## config.mk

```make
export PLATFORM = sky130hd
export DESIGN_NAME = multicycle_ctrl_flat
export DESIGN_NICKNAME = d
export VERILOG_FILES = /design/src/rtl/multicycle_ctrl_pkg.sv /design/src/rtl/multicycle_ctrl_if.sv /design/src/rtl/multicycle_ctrl_alu_decoder.sv /design/src/rtl/multicycle_ctrl.sv /design/src/flat_wrapper.sv
export SDC_FILE = /design/constraint.sdc
export NUM_CORES = 1
export LEC_CHECK = 0
export ABC_AREA = 1
export CAP_MARGIN = 5
export CORE_UTILIZATION = 35
export DETAILED_ROUTE_END_ITERATION = 10
export PLACE_DENSITY = 0.69
export SYNTH_ARGS = -nofsm -noshare
export SYNTH_HDL_FRONTEND = slang
export SYNTH_SLANG_ARGS = --single-unit
```

## constraint.sdc

```tcl
create_clock -name clk -period 3.35 [get_ports clk]
set_clock_uncertainty 0.1 [all_clocks]
set_input_delay 0.5025 -clock clk [delete_from_list [all_inputs] [get_ports clk]]
set_output_delay 0.5025 -clock clk [all_outputs]
set_load 0.005 [all_outputs]
```

## src/rtl/multicycle_ctrl_pkg.sv

```systemverilog
// Shared encodings for the multicycle RISC-V controller: ALU operations,
// controller states, opcodes and immediate-type selects.
package DataTypes_pkg;

    typedef enum logic [3:0] {
        ALU_ADD  = 4'd0,
        ALU_SUB  = 4'd1,
        ALU_SLL  = 4'd2,
        ALU_SLT  = 4'd3,
        ALU_SLTU = 4'd4,
        ALU_XOR  = 4'd5,
        ALU_SRL  = 4'd6,
        ALU_SRA  = 4'd7,
        ALU_OR   = 4'd8,
        ALU_AND  = 4'd9,
        ALU_SrB  = 4'd10
    } ALUop_t;

    typedef enum logic [3:0] {
        FETCH, DECODE, MEMADR, MEMREAD, MEMWB, MEMWRITE,
        EXECUTER, EXECUTEI, ALUWB, BRANCH, JAL, JALR, LUI, AUIPC, ILLEGAL
    } state_t;

    localparam logic [6:0] OP_LOAD   = 7'b0000011;
    localparam logic [6:0] OP_STORE  = 7'b0100011;
    localparam logic [6:0] OP_RTYPE  = 7'b0110011;
    localparam logic [6:0] OP_ITYPE  = 7'b0010011;
    localparam logic [6:0] OP_BRANCH = 7'b1100011;
    localparam logic [6:0] OP_JAL    = 7'b1101111;
    localparam logic [6:0] OP_JALR   = 7'b1100111;
    localparam logic [6:0] OP_LUI    = 7'b0110111;
    localparam logic [6:0] OP_AUIPC  = 7'b0010111;

    localparam logic [2:0] IMM_I = 3'b000;
    localparam logic [2:0] IMM_S = 3'b001;
    localparam logic [2:0] IMM_B = 3'b010;
    localparam logic [2:0] IMM_J = 3'b011;
    localparam logic [2:0] IMM_U = 3'b100;

    // Immediate format depends only on the opcode, never on the state.
    function automatic logic [2:0] immSrcOf(input logic [6:0] op);
        case (op)
            OP_STORE:          return IMM_S;
            OP_BRANCH:         return IMM_B;
            OP_JAL:            return IMM_J;
            OP_LUI, OP_AUIPC:  return IMM_U;
            default:           return IMM_I;
        endcase
    endfunction

endpackage

```

## src/rtl/multicycle_ctrl_if.sv

```systemverilog
// Control bundle between the multicycle datapath (master) and the
// controller (slave): instruction fields and status in, enables and selects out.
interface multicycle_ctrl_if;
    import DataTypes_pkg::*;

    logic [6:0] Op;
    logic [2:0] Funct3;
    logic       Funct7b5;
    logic       Zero;
    logic       MemReady;

    logic       PCWrite;
    logic       AdrSrc;
    logic       MemWrite;
    logic       IRWrite;
    logic       RegWrite;
    logic [1:0] ResultSrc;
    logic [1:0] ALUSrcA;
    logic [1:0] ALUSrcB;
    logic [2:0] ImmSrc;
    ALUop_t     ALUControl;
    logic       Illegal;

    modport master (
        output Op, Funct3, Funct7b5, Zero, MemReady,
        input  PCWrite, AdrSrc, MemWrite, IRWrite, RegWrite, ResultSrc,
               ALUSrcA, ALUSrcB, ImmSrc, ALUControl, Illegal
    );

    modport slave (
        input  Op, Funct3, Funct7b5, Zero, MemReady,
        output PCWrite, AdrSrc, MemWrite, IRWrite, RegWrite, ResultSrc,
               ALUSrcA, ALUSrcB, ImmSrc, ALUControl, Illegal
    );
endinterface

```

## src/rtl/multicycle_ctrl_alu_decoder.sv

```systemverilog
// Maps Funct3/Funct7b5 to an ALU operation for register and immediate
// arithmetic. Immediate forms never subtract, since bit 30 is immediate data there.
module alu_decoder
    import DataTypes_pkg::*;
(
    input  logic [2:0] i_funct3,
    input  logic       i_funct7b5,
    input  logic       i_isRType,
    output ALUop_t     o_aluOp
);

    // Pure lookup on funct3, with bit 30 selecting SUB / SRA where it applies.
    always_comb begin
        o_aluOp = ALU_ADD;
        case (i_funct3)
            3'b000:  o_aluOp = (i_isRType && i_funct7b5) ? ALU_SUB : ALU_ADD;
            3'b001:  o_aluOp = ALU_SLL;
            3'b010:  o_aluOp = ALU_SLT;
            3'b011:  o_aluOp = ALU_SLTU;
            3'b100:  o_aluOp = ALU_XOR;
            3'b101:  o_aluOp = i_funct7b5 ? ALU_SRA : ALU_SRL;
            3'b110:  o_aluOp = ALU_OR;
            default: o_aluOp = ALU_AND;
        endcase
    end

endmodule

```

## src/rtl/multicycle_ctrl.sv

```systemverilog
// Multicycle RISC-V main controller: a registered state FSM whose outputs
// are decoded combinationally from the current state and instruction fields.
module multicycle_ctrl
    import DataTypes_pkg::*;
(
    input  logic              clk,
    input  logic              reset,
    multicycle_ctrl_if.slave  bus
);

    state_t     r_state;
    logic       w_isRType;
    ALUop_t     w_aluDecOp;
    logic       w_pcWrite;
    logic       w_memWrite;
    logic       w_irWrite;
    logic       w_regWrite;
    logic       w_branchTaken;

    assign w_isRType = (r_state == EXECUTER);

    alu_decoder u_aluDecoder (
        .i_funct3   (bus.Funct3),
        .i_funct7b5 (bus.Funct7b5),
        .i_isRType  (w_isRType),
        .o_aluOp    (w_aluDecOp)
    );

    // State sequencing; memory states wait on MemReady, ILLEGAL only leaves via reset.
    always_ff @(posedge clk) begin
        if (reset) begin
            r_state <= FETCH;
        end else begin
            case (r_state)
                FETCH:    if (bus.MemReady) r_state <= DECODE;
                DECODE: begin
                    case (bus.Op)
                        OP_LOAD, OP_STORE: r_state <= MEMADR;
                        OP_RTYPE:          r_state <= EXECUTER;
                        OP_ITYPE:          r_state <= EXECUTEI;
                        OP_BRANCH:         r_state <= BRANCH;
                        OP_JAL:            r_state <= JAL;
                        OP_JALR:           r_state <= JALR;
                        OP_LUI:            r_state <= LUI;
                        OP_AUIPC:          r_state <= AUIPC;
                        default:           r_state <= ILLEGAL;
                    endcase
                end
                MEMADR:   r_state <= (bus.Op == OP_LOAD) ? MEMREAD : MEMWRITE;
                MEMREAD:  if (bus.MemReady) r_state <= MEMWB;
                MEMWB:    r_state <= FETCH;
                MEMWRITE: if (bus.MemReady) r_state <= FETCH;
                EXECUTER: r_state <= ALUWB;
                EXECUTEI: r_state <= ALUWB;
                ALUWB:    r_state <= FETCH;
                BRANCH:   r_state <= FETCH;
                JALR:     r_state <= JAL;
                JAL:      r_state <= ALUWB;
                LUI:      r_state <= ALUWB;
                AUIPC:    r_state <= ALUWB;
                default:  r_state <= ILLEGAL;
            endcase
        end
    end

    // Branch condition: beq/bge/bgeu take on Zero, bne/blt/bltu on !Zero.
    always_comb begin
        w_branchTaken = 1'b0;
        case (bus.Funct3)
            3'b000, 3'b101, 3'b111: w_branchTaken = bus.Zero;
            3'b001, 3'b100, 3'b110: w_branchTaken = !bus.Zero;
            default:                w_branchTaken = 1'b0;
        endcase
    end

    // Per-state datapath controls; write enables are gated by reset afterwards.
    always_comb begin
        w_pcWrite      = 1'b0;
        w_memWrite     = 1'b0;
        w_irWrite      = 1'b0;
        w_regWrite     = 1'b0;
        bus.AdrSrc     = 1'b0;
        bus.ResultSrc  = 2'b00;
        bus.ALUSrcA    = 2'b00;
        bus.ALUSrcB    = 2'b00;
        bus.ALUControl = ALU_ADD;
        bus.Illegal    = 1'b0;
        case (r_state)
            FETCH: begin
                bus.ALUSrcB   = 2'b10;
                bus.ResultSrc = 2'b10;
                w_irWrite     = bus.MemReady;
                w_pcWrite     = bus.MemReady;
            end
            DECODE: begin
                bus.ALUSrcA = 2'b01;
                bus.ALUSrcB = 2'b01;
            end
            MEMADR: begin
                bus.ALUSrcA = 2'b10;
                bus.ALUSrcB = 2'b01;
            end
            MEMREAD: bus.AdrSrc = 1'b1;
            MEMWB: begin
                bus.ResultSrc = 2'b01;
                w_regWrite    = 1'b1;
            end
            MEMWRITE: begin
                bus.AdrSrc = 1'b1;
                w_memWrite = 1'b1;
            end
            EXECUTER: begin
                bus.ALUSrcA    = 2'b10;
                bus.ALUControl = w_aluDecOp;
            end
            EXECUTEI: begin
                bus.ALUSrcA    = 2'b10;
                bus.ALUSrcB    = 2'b01;
                bus.ALUControl = w_aluDecOp;
            end
            ALUWB: w_regWrite = 1'b1;
            BRANCH: begin
                bus.ALUSrcA = 2'b10;
                case (bus.Funct3[2:1])
                    2'b00:   bus.ALUControl = ALU_SUB;
                    2'b10:   bus.ALUControl = ALU_SLT;
                    2'b11:   bus.ALUControl = ALU_SLTU;
                    default: bus.ALUControl = ALU_ADD;
                endcase
                w_pcWrite = w_branchTaken;
            end
            JALR: begin
                bus.ALUSrcA = 2'b10;
                bus.ALUSrcB = 2'b01;
            end
            JAL: begin
                bus.ALUSrcA = 2'b01;
                bus.ALUSrcB = 2'b10;
                w_pcWrite   = 1'b1;
            end
            LUI: begin
                bus.ALUSrcB    = 2'b01;
                bus.ALUControl = ALU_SrB;
            end
            AUIPC: begin
                bus.ALUSrcA = 2'b01;
                bus.ALUSrcB = 2'b01;
            end
            default: bus.Illegal = 1'b1;
        endcase
    end

    assign bus.ImmSrc   = immSrcOf(bus.Op);
    assign bus.PCWrite  = w_pcWrite  && !reset;
    assign bus.MemWrite = w_memWrite && !reset;
    assign bus.IRWrite  = w_irWrite  && !reset;
    assign bus.RegWrite = w_regWrite && !reset;

endmodule

```

## src/flat_wrapper.sv

```systemverilog
// flat-port wrapper written by rule: the top's interface ports become plain ports
module multicycle_ctrl_flat import DataTypes_pkg::*;
  (clk, reset, bus_Op, bus_Funct3, bus_Funct7b5, bus_Zero, bus_MemReady, bus_PCWrite, bus_AdrSrc, bus_MemWrite, bus_IRWrite, bus_RegWrite, bus_ResultSrc, bus_ALUSrcA, bus_ALUSrcB, bus_ImmSrc, bus_ALUControl, bus_Illegal);
  multicycle_ctrl_if bus_i ();
  input  logic clk;
  input  logic reset;
  input wire logic [$bits(bus_i.Op)-1:0] bus_Op;
  input wire logic [$bits(bus_i.Funct3)-1:0] bus_Funct3;
  input wire logic [$bits(bus_i.Funct7b5)-1:0] bus_Funct7b5;
  input wire logic [$bits(bus_i.Zero)-1:0] bus_Zero;
  input wire logic [$bits(bus_i.MemReady)-1:0] bus_MemReady;
  output wire logic [$bits(bus_i.PCWrite)-1:0] bus_PCWrite;
  output wire logic [$bits(bus_i.AdrSrc)-1:0] bus_AdrSrc;
  output wire logic [$bits(bus_i.MemWrite)-1:0] bus_MemWrite;
  output wire logic [$bits(bus_i.IRWrite)-1:0] bus_IRWrite;
  output wire logic [$bits(bus_i.RegWrite)-1:0] bus_RegWrite;
  output wire logic [$bits(bus_i.ResultSrc)-1:0] bus_ResultSrc;
  output wire logic [$bits(bus_i.ALUSrcA)-1:0] bus_ALUSrcA;
  output wire logic [$bits(bus_i.ALUSrcB)-1:0] bus_ALUSrcB;
  output wire logic [$bits(bus_i.ImmSrc)-1:0] bus_ImmSrc;
  output wire logic [$bits(bus_i.ALUControl)-1:0] bus_ALUControl;
  output wire logic [$bits(bus_i.Illegal)-1:0] bus_Illegal;
  assign bus_i.Op = bus_Op;
  assign bus_i.Funct3 = bus_Funct3;
  assign bus_i.Funct7b5 = bus_Funct7b5;
  assign bus_i.Zero = bus_Zero;
  assign bus_i.MemReady = bus_MemReady;
  assign bus_PCWrite = bus_i.PCWrite;
  assign bus_AdrSrc = bus_i.AdrSrc;
  assign bus_MemWrite = bus_i.MemWrite;
  assign bus_IRWrite = bus_i.IRWrite;
  assign bus_RegWrite = bus_i.RegWrite;
  assign bus_ResultSrc = bus_i.ResultSrc;
  assign bus_ALUSrcA = bus_i.ALUSrcA;
  assign bus_ALUSrcB = bus_i.ALUSrcB;
  assign bus_ImmSrc = bus_i.ImmSrc;
  assign bus_ALUControl = bus_i.ALUControl;
  assign bus_Illegal = bus_i.Illegal;
  multicycle_ctrl u_core (.clk(clk), .reset(reset), .bus(bus_i));
endmodule
```

==> summary.md, run 1 <==
| Metric | Value |
|---|---|
| P per Cell Area | 561 nW/um^2 |
| Hold Crit Class | reg2reg |
| Worst skew pair latency | between 0.2 and 0.25 ns |
| Num CTS Buffers | 3 |
| Top reg by flops | u_core.r_state |
| Crit. Startpoint | bus_Funct3[1] |
| Setup crit start kind | input pin |
| Worst Path Max Fanout | 5 |
| Slowest CP cell | clkdlybuf4s50_1 |
| Post_cts resized | 0 |
| Final slew viol count | 0 |
| Most frequent cells in the layout | nand2_1, clkdlybuf4s50_1, inv_1 |
| Final wirelength | 2180 um |
| Status | finished, final reports clean |
| CTS clk-pin slew, worst paths | 0.03 ns |
| Die area | 2420 um^2 |
| Post-Syn Area | 779 um^2 |
| Initial Utilization | 38.6% |
| Family with the most delay on the worst path | buffers and inverters |
| Initial antenna violation count | 0 |
| P&R area growth vs syn | 49.6% |
| Post-CTS Hold Buffers | 0 |
| Syn Inst Count | 145 |
| Seq cells post-synth | 4 |
| Peak VDD IR | 425 uV |
| Max-cap violations | 0 |
| DIE WIDTH | 49.2 um |
| Worst Tran Pin Value | 0.337 ns |
| Crit path kind | in2out |
| Worst setup path endpoint | bus_ALUControl[1] |
| Overflow left after global routing | 0 |
| I/O Buffers | 33 |
| CP Depth | 8 |
| Post-synth cell types | 21 |
| Area leader, netlist | nand2_1 |
| Htree depth | 1 |
| CTS max path bufs | 2 |
| Data required, critical path | 2.75 ns |
| Die Ht | between 40 and 50 um |
| Post-DP HPWL | 1900 um |
| Fin crit share | 82.8% |
| Setup crit end kind | output pin |
| Routability cong. | 0.914 |
| # DRC | 0 |
| Row cnt | 16 |
| N_diodes | 0 |
| Num ports | 34 |
| Wire length per cell | 10.5 um |
| Final setup viols | 0 |
| Worst path bufs/invs | 3 |
| Root Buffer | clkbuf_4 |
| Most common cell after layout, fill and taps aside | nand2_1 |
| Biggest regs | u_core.r_state (4) |
| Reg-to-reg setup timing slack | 2.00 ns |
| Initial DRC Count | 26 |
| Largest net degree at the start of global routing | 7 |
| Dominant cells by area after synthesis | nand2_1, inv_1, dfxtp_1 |
| Fmax | 361 MHz |
| Tot GR Track Use | 19.4% |
| WP data arrival | 2.17 ns |
| DR pass1 iterations | 4 |
| Hold Slack | a little under 0.5 ns |
| RSZ-0062 raised after global routing | no |
| CORE AREA | between 2000 and 2500 um^2 |
| Number of global-route vias before repair | 940 |
| Worst reg2reg path depth | 7 |
| Final hold vios | 0 |
| CTS Sinks | 4 |
| Post-route ant nets | 0 |
| Synth top area share | 21.2% |
| Slowest stage delay, CP | about 0.55 ns |
| Share of cells above drive strength 1 | 13.3% |
| First-pass GRT wire length | 3810 um |
| CTS tree | done |
| Crit path time final | 2.77 ns |
| Critical path, cell by cell | clkdlybuf4s50_1 -> inv_1 -> nor2_1 -> nand2_1 -> o21ai_0 -> nand2_1 -> o211ai_1 -> clkdlybuf4s50_1 |
| Pleak | 0.570 nW |
| Vias per cell | ~5 |
| Setup Fix Bufs, Post-CTS | 0 |
| Setup TNS | 0 ns |
| Reg2reg end | u_core.r_state[2]$_SDFFE_PP0P_ |
| Final core utilization | 57.7% |
| Syn Nets | 160 |
| Syn Area/Cell | 5.38 um^2 |
| DR vias | between 1000 and 1500 |
| Max FFs per register | 4 |
| Synth warn | 0 |
| Seq/Total Area, Yosys | around a tenth |
| Worst slew margin relative to its limit | 77.4% |
| Worst r2r src | u_core.r_state[1]$_SDFFE_PP0P_ |
| Final #Nets | about 200 |
==> cells by family (layout without fill, tap and decap cells) <==
group / Yosys count / in the layout / share of synthesized area, %
buf+inv: 27 / 63 / 13.3
xor+xnor: 1 / 1 / 1.12
flops: 4 / 4 / 10.3
compound gates: 19 / 19 / 16.2
simple gates: 94 / 94 / 59.1
==> cell usage after synthesis (all sizes together) <==
master and number:
nand2 49, inv 27, nor2 24, nand3 18, a21oi 8, o21ai 5, dfxtp 4, o211ai 4
nand4 3, a211oi 1, o32ai 1, xnor2 1
==> worst min-delay path by stage <==
stage          cells after the start                            from                             end  slack [ns]
4_1_cts                            2  u_core.r_state[0]$_SDFFE_PP0P_  u_core.r_state[0]$_SDFFE_PP0P_        0.49
5_1_grt                            2  u_core.r_state[0]$_SDFFE_PP0P_  u_core.r_state[0]$_SDFFE_PP0P_        0.52
3_5_place_dp                       2  u_core.r_state[0]$_SDFFE_PP0P_  u_core.r_state[0]$_SDFFE_PP0P_        0.48
2_1_floorplan                      2  u_core.r_state[0]$_SDFFE_PP0P_  u_core.r_state[0]$_SDFFE_PP0P_        0.43
6_report                           2  u_core.r_state[0]$_SDFFE_PP0P_  u_core.r_state[0]$_SDFFE_PP0P_        0.48
3_3_place_gp                       2  u_core.r_state[0]$_SDFFE_PP0P_  u_core.r_state[0]$_SDFFE_PP0P_        0.47
==> worst reg2reg max path, delay by kind of cell (launching register included) <==
family | cells | cell delay, ns
buf+inv | 1 | 0.11
compound gates | 2 | 0.19
flops | 1 | 0.48
simple gates | 4 | 0.38
==> metrics by stage <==
| stage | setup slack [ns] | instances | instance area (um^2) | power (mW) |
|---|---|---|---|---|
| 6_report | 0.577 | 208 | 1170 | 0.654 |
| 5_1_grt | 0.434 | 208 | 1170 | 0.716 |
| 4_1_cts | 0.579 | 208 | 1170 | 0.660 |
| 3_5_place_dp | 0.589 | 205 | 1140 | 0.598 |
| 3_3_place_gp | 0.649 | 205 | 1140 | 0.593 |
| 2_1_floorplan | 1.72 | 145 | 779 | 0.399 |
==> per-layer routing <==
layer	track usage (%)	part of all wire [%]
met5	0	0
met4	6.86	0
met3	1.25	3.8
met2	35.2	50
met1	23.6	46
==> where the power goes <==
| group | switching, mW | leakage (nW) | internal [mW] |
|---|---|---|---|
| clock | 0.0177 | 0.0138 | 0.0399 |
| sequential | 0.0365 | 0.0330 | 0.0661 |
| combinational | 0.261 | 0.523 | 0.233 |
| total | 0.315 | 0.570 | 0.339 |
==> area by class of cell <==
type	count	area (um^2)
tap	27	33.8
multi-input combinational	114	596
clock buffer	3	22.5
sequential	4	80.1
timing repair buffer	33	330
inverter	27	104
fill	208	856
(Power assumes the default switching activity.)
==> run 2, diff against run 1 <==
- clock period: 3.35 -> 2.65 ns (I/O delays scaled with it)
==> run 2 against run 1 <==
  * Sequential share of layout area shrank 0.087 points
  * Via count is essentially flat
  * Worst setup slack lost 0.37 ns
  * Combinational power grew 26%
  * Hold slack lost 0.0089 ns
  * Critical endpoint unchanged
  * Largest cell class unchanged
  * Highest routed layer unchanged
==> summary.md, run 2 (synthesis results as in run 1) <==
| Metric | Value |
|---|---|
| Crit path kind | in2out |
| Top reg by flops | u_core.r_state |
| Routability cong. | 0.917 |
| Peak VDD IR | 516 uV |
| Clock share of power | 8.8% |
| DR vias | 1016 |
| Setup TNS | 0 ns |
| First-pass GRT wire length | 3820 um |
| Die area | 2420 um^2 |
| Power Internal | between 0.4 and 0.5 mW |
| Htree depth | 1 |
| Max-cap violations | 0 |
| Number of global-route vias before repair | 937 |
| N_diodes | 0 |
| Slowest CP cell | clkdlybuf4s50_1 |
| Final #Nets | 199 |
| Crit path time final | 2.44 ns |
| Final wirelength | ~2200 um |
| Worst r2r src | u_core.r_state[1]$_SDFFE_PP0P_ |
| Worst reg2reg path depth | 7 |
| Hold path depth | 2 |
| Initial Utilization | 38.6% |
| Root Buffer | clkbuf_4 |
| Overflow left after global routing | 0 |
| Hold Crit Class | reg2reg |
| Biggest regs | u_core.r_state (4) |
| Fmax | 410 MHz |
| P&R area growth vs syn | 51.5% |
| Largest net degree at the start of global routing | 7 |
| Final hold vios | 0 |
| Hold Startpoint | u_core.r_state[0]$_SDFFE_PP0P_ |
| Share of cells above drive strength 1 | 14.8% |
| Setup crit start kind | input pin |
| CORE AREA | 2020 um^2 |
| Num CTS Buffers | 3 |
| # DRC | 0 |
| CTS Sinks | 4 |
| Row cnt | 16 |
| Cells after DPL | 206 |
| DR pass1 iterations | 5 |
| Finished Layout Cells | 209 |
| Pleak | 0.584 nW |
| Sequential fraction of design power | ~16% |
| Register area | roughly 80 um^2 |
| Initial DRC Count | 24 |
| Fillers | 219 |
| Critical path, cell by cell | clkdlybuf4s50_1 -> nor2_2 -> nand2_1 -> o21ai_0 -> nand2_1 -> o211ai_1 -> clkdlybuf4s50_1 |
| Reg-to-reg setup timing slack | 1.28 ns |
| Fin crit share | 92.1% |
| Post-route ant nets | 0 |
| Worst slew margin relative to its limit | between 80% and 90% |
| Area of the multi-input gates | 601 um^2 |
| CTS max path bufs | 2 |
| CTS tree | done |
| CTS clk-pin slew, worst paths | 0.04 ns |
| RSZ-0062 raised after global routing | no |
| Hold Path End | u_core.r_state[0]$_SDFFE_PP0P_ |
| Tot GR Track Use | 19.4% |
| Worst Path Max Fanout | 5 |
| Post-CTS Hold Buffers | 0 |
| Die Ht | between 40 and 50 um |
| Final slew viol count | 0 |
| Worst skew pair latency | 0.23 ns |
| Most frequent cells in the layout | nand2_1, clkdlybuf4s50_1, inv_1 |
| Data required, critical path | approximately 2.2 ns |
| Final setup viols | 0 |
| Setup crit end kind | output pin |
| Wire length per cell | roughly 11 um |
| Most common cell after layout, fill and taps aside | nand2_1 |
| Vias per cell | a little under 5 |
| WP data arrival | 1.94 ns |
| Status | finished, final reports clean |
| I/O Buffers | 33 |
| Sw Share | 48.1% |
| DIE WIDTH | 49.2 um |
| P per Cell Area | around 700 nW/um^2 |
| Max FFs per register | 4 |
| Num ports | 34 |
| Combinational share of power | 75.4% |
| Initial antenna violation count | 0 |
| NetSw | 0.398 mW |
| Slowest stage delay, CP | between 0.5 and 0.6 ns |
| Reg2reg end | u_core.r_state[2]$_SDFFE_PP0P_ |
| Post-DP HPWL | 1910 um |
| Worst Tran Pin Value | 0.295 ns |
[run 2: changes by cell type in the layout (fill, tap and decap cells not counted), sizes merged]
cell,change
buf,+1
dlymetal6s2s,+1
clkdlybuf4s50,-1
[run 2: timing repair]
item / CTS / global route
endpoints found under the setup margin: 0 / 2
resized for setup: 0 / 3
buffers inserted: 0 / 0
[run 2: worst max path at each step]
stage / endpoint / startpoint
after floorplan: bus_PCWrite / u_core.r_state[1]$_SDFFE_PP0P_
after global placement: bus_ALUControl[1] / bus_Funct3[1]
after detailed placement: bus_ALUControl[1] / bus_Funct3[1]
after CTS: bus_ALUControl[1] / bus_Funct3[1]
after global routing: bus_ALUControl[1] / bus_Funct3[0]
final: bus_ALUControl[1] / bus_Funct3[0]
[run 2: power groups by stage]
stage	Clock, mW	Combinational [mW]	Sequential [mW]
after floorplan	0	0.382	0.122
final	0.0728	0.624	0.130
after detailed placement	0	0.625	0.130
after global placement	0	0.620	0.130
after global routing	0.0808	0.693	0.134
after CTS	0.0780	0.627	0.129
[run 2: final cells by class]
cell class                 instances  area share [%]
sequential                         4            6.78
clock buffer                       3            1.91
timing repair buffer              34            28.8
inverter                          27            8.79
tap                               27            2.86
multi-input combinational        114            50.8
[run 2: metal layers]
metal	part of all wire [%]	wire, um	vias to the layer above	global-route usage, %
li1	-	-	543	-
met1	46	1010	452	24.6
met2	51	1120	21	35.2
met3	3.4	75	0	0.312
met4	0	0	0	5.88
met5	0	0	-	0
[run 2: worst max-delay path: cells and delay by family]
family | cells | cell delay [ns]
compound gates | 2 | 0.16
buf+inv | 2 | 1.05
simple gates | 3 | 0.34
[run 2: stage by stage]
step                cell area (um^2)  util (%)  power, mW  hold WS, ns  setup WS, ns
finish                          1180      58.4      0.827        0.476         0.210
detailed placement              1150      56.9      0.755        0.474         0.100
global placement                1150      56.9      0.750        0.474         0.143
global route                    1180      58.4      0.908        0.516        0.0528
CTS                             1170      58.0      0.834        0.479        0.0930
floorplan                        779         -      0.505        0.360          1.14
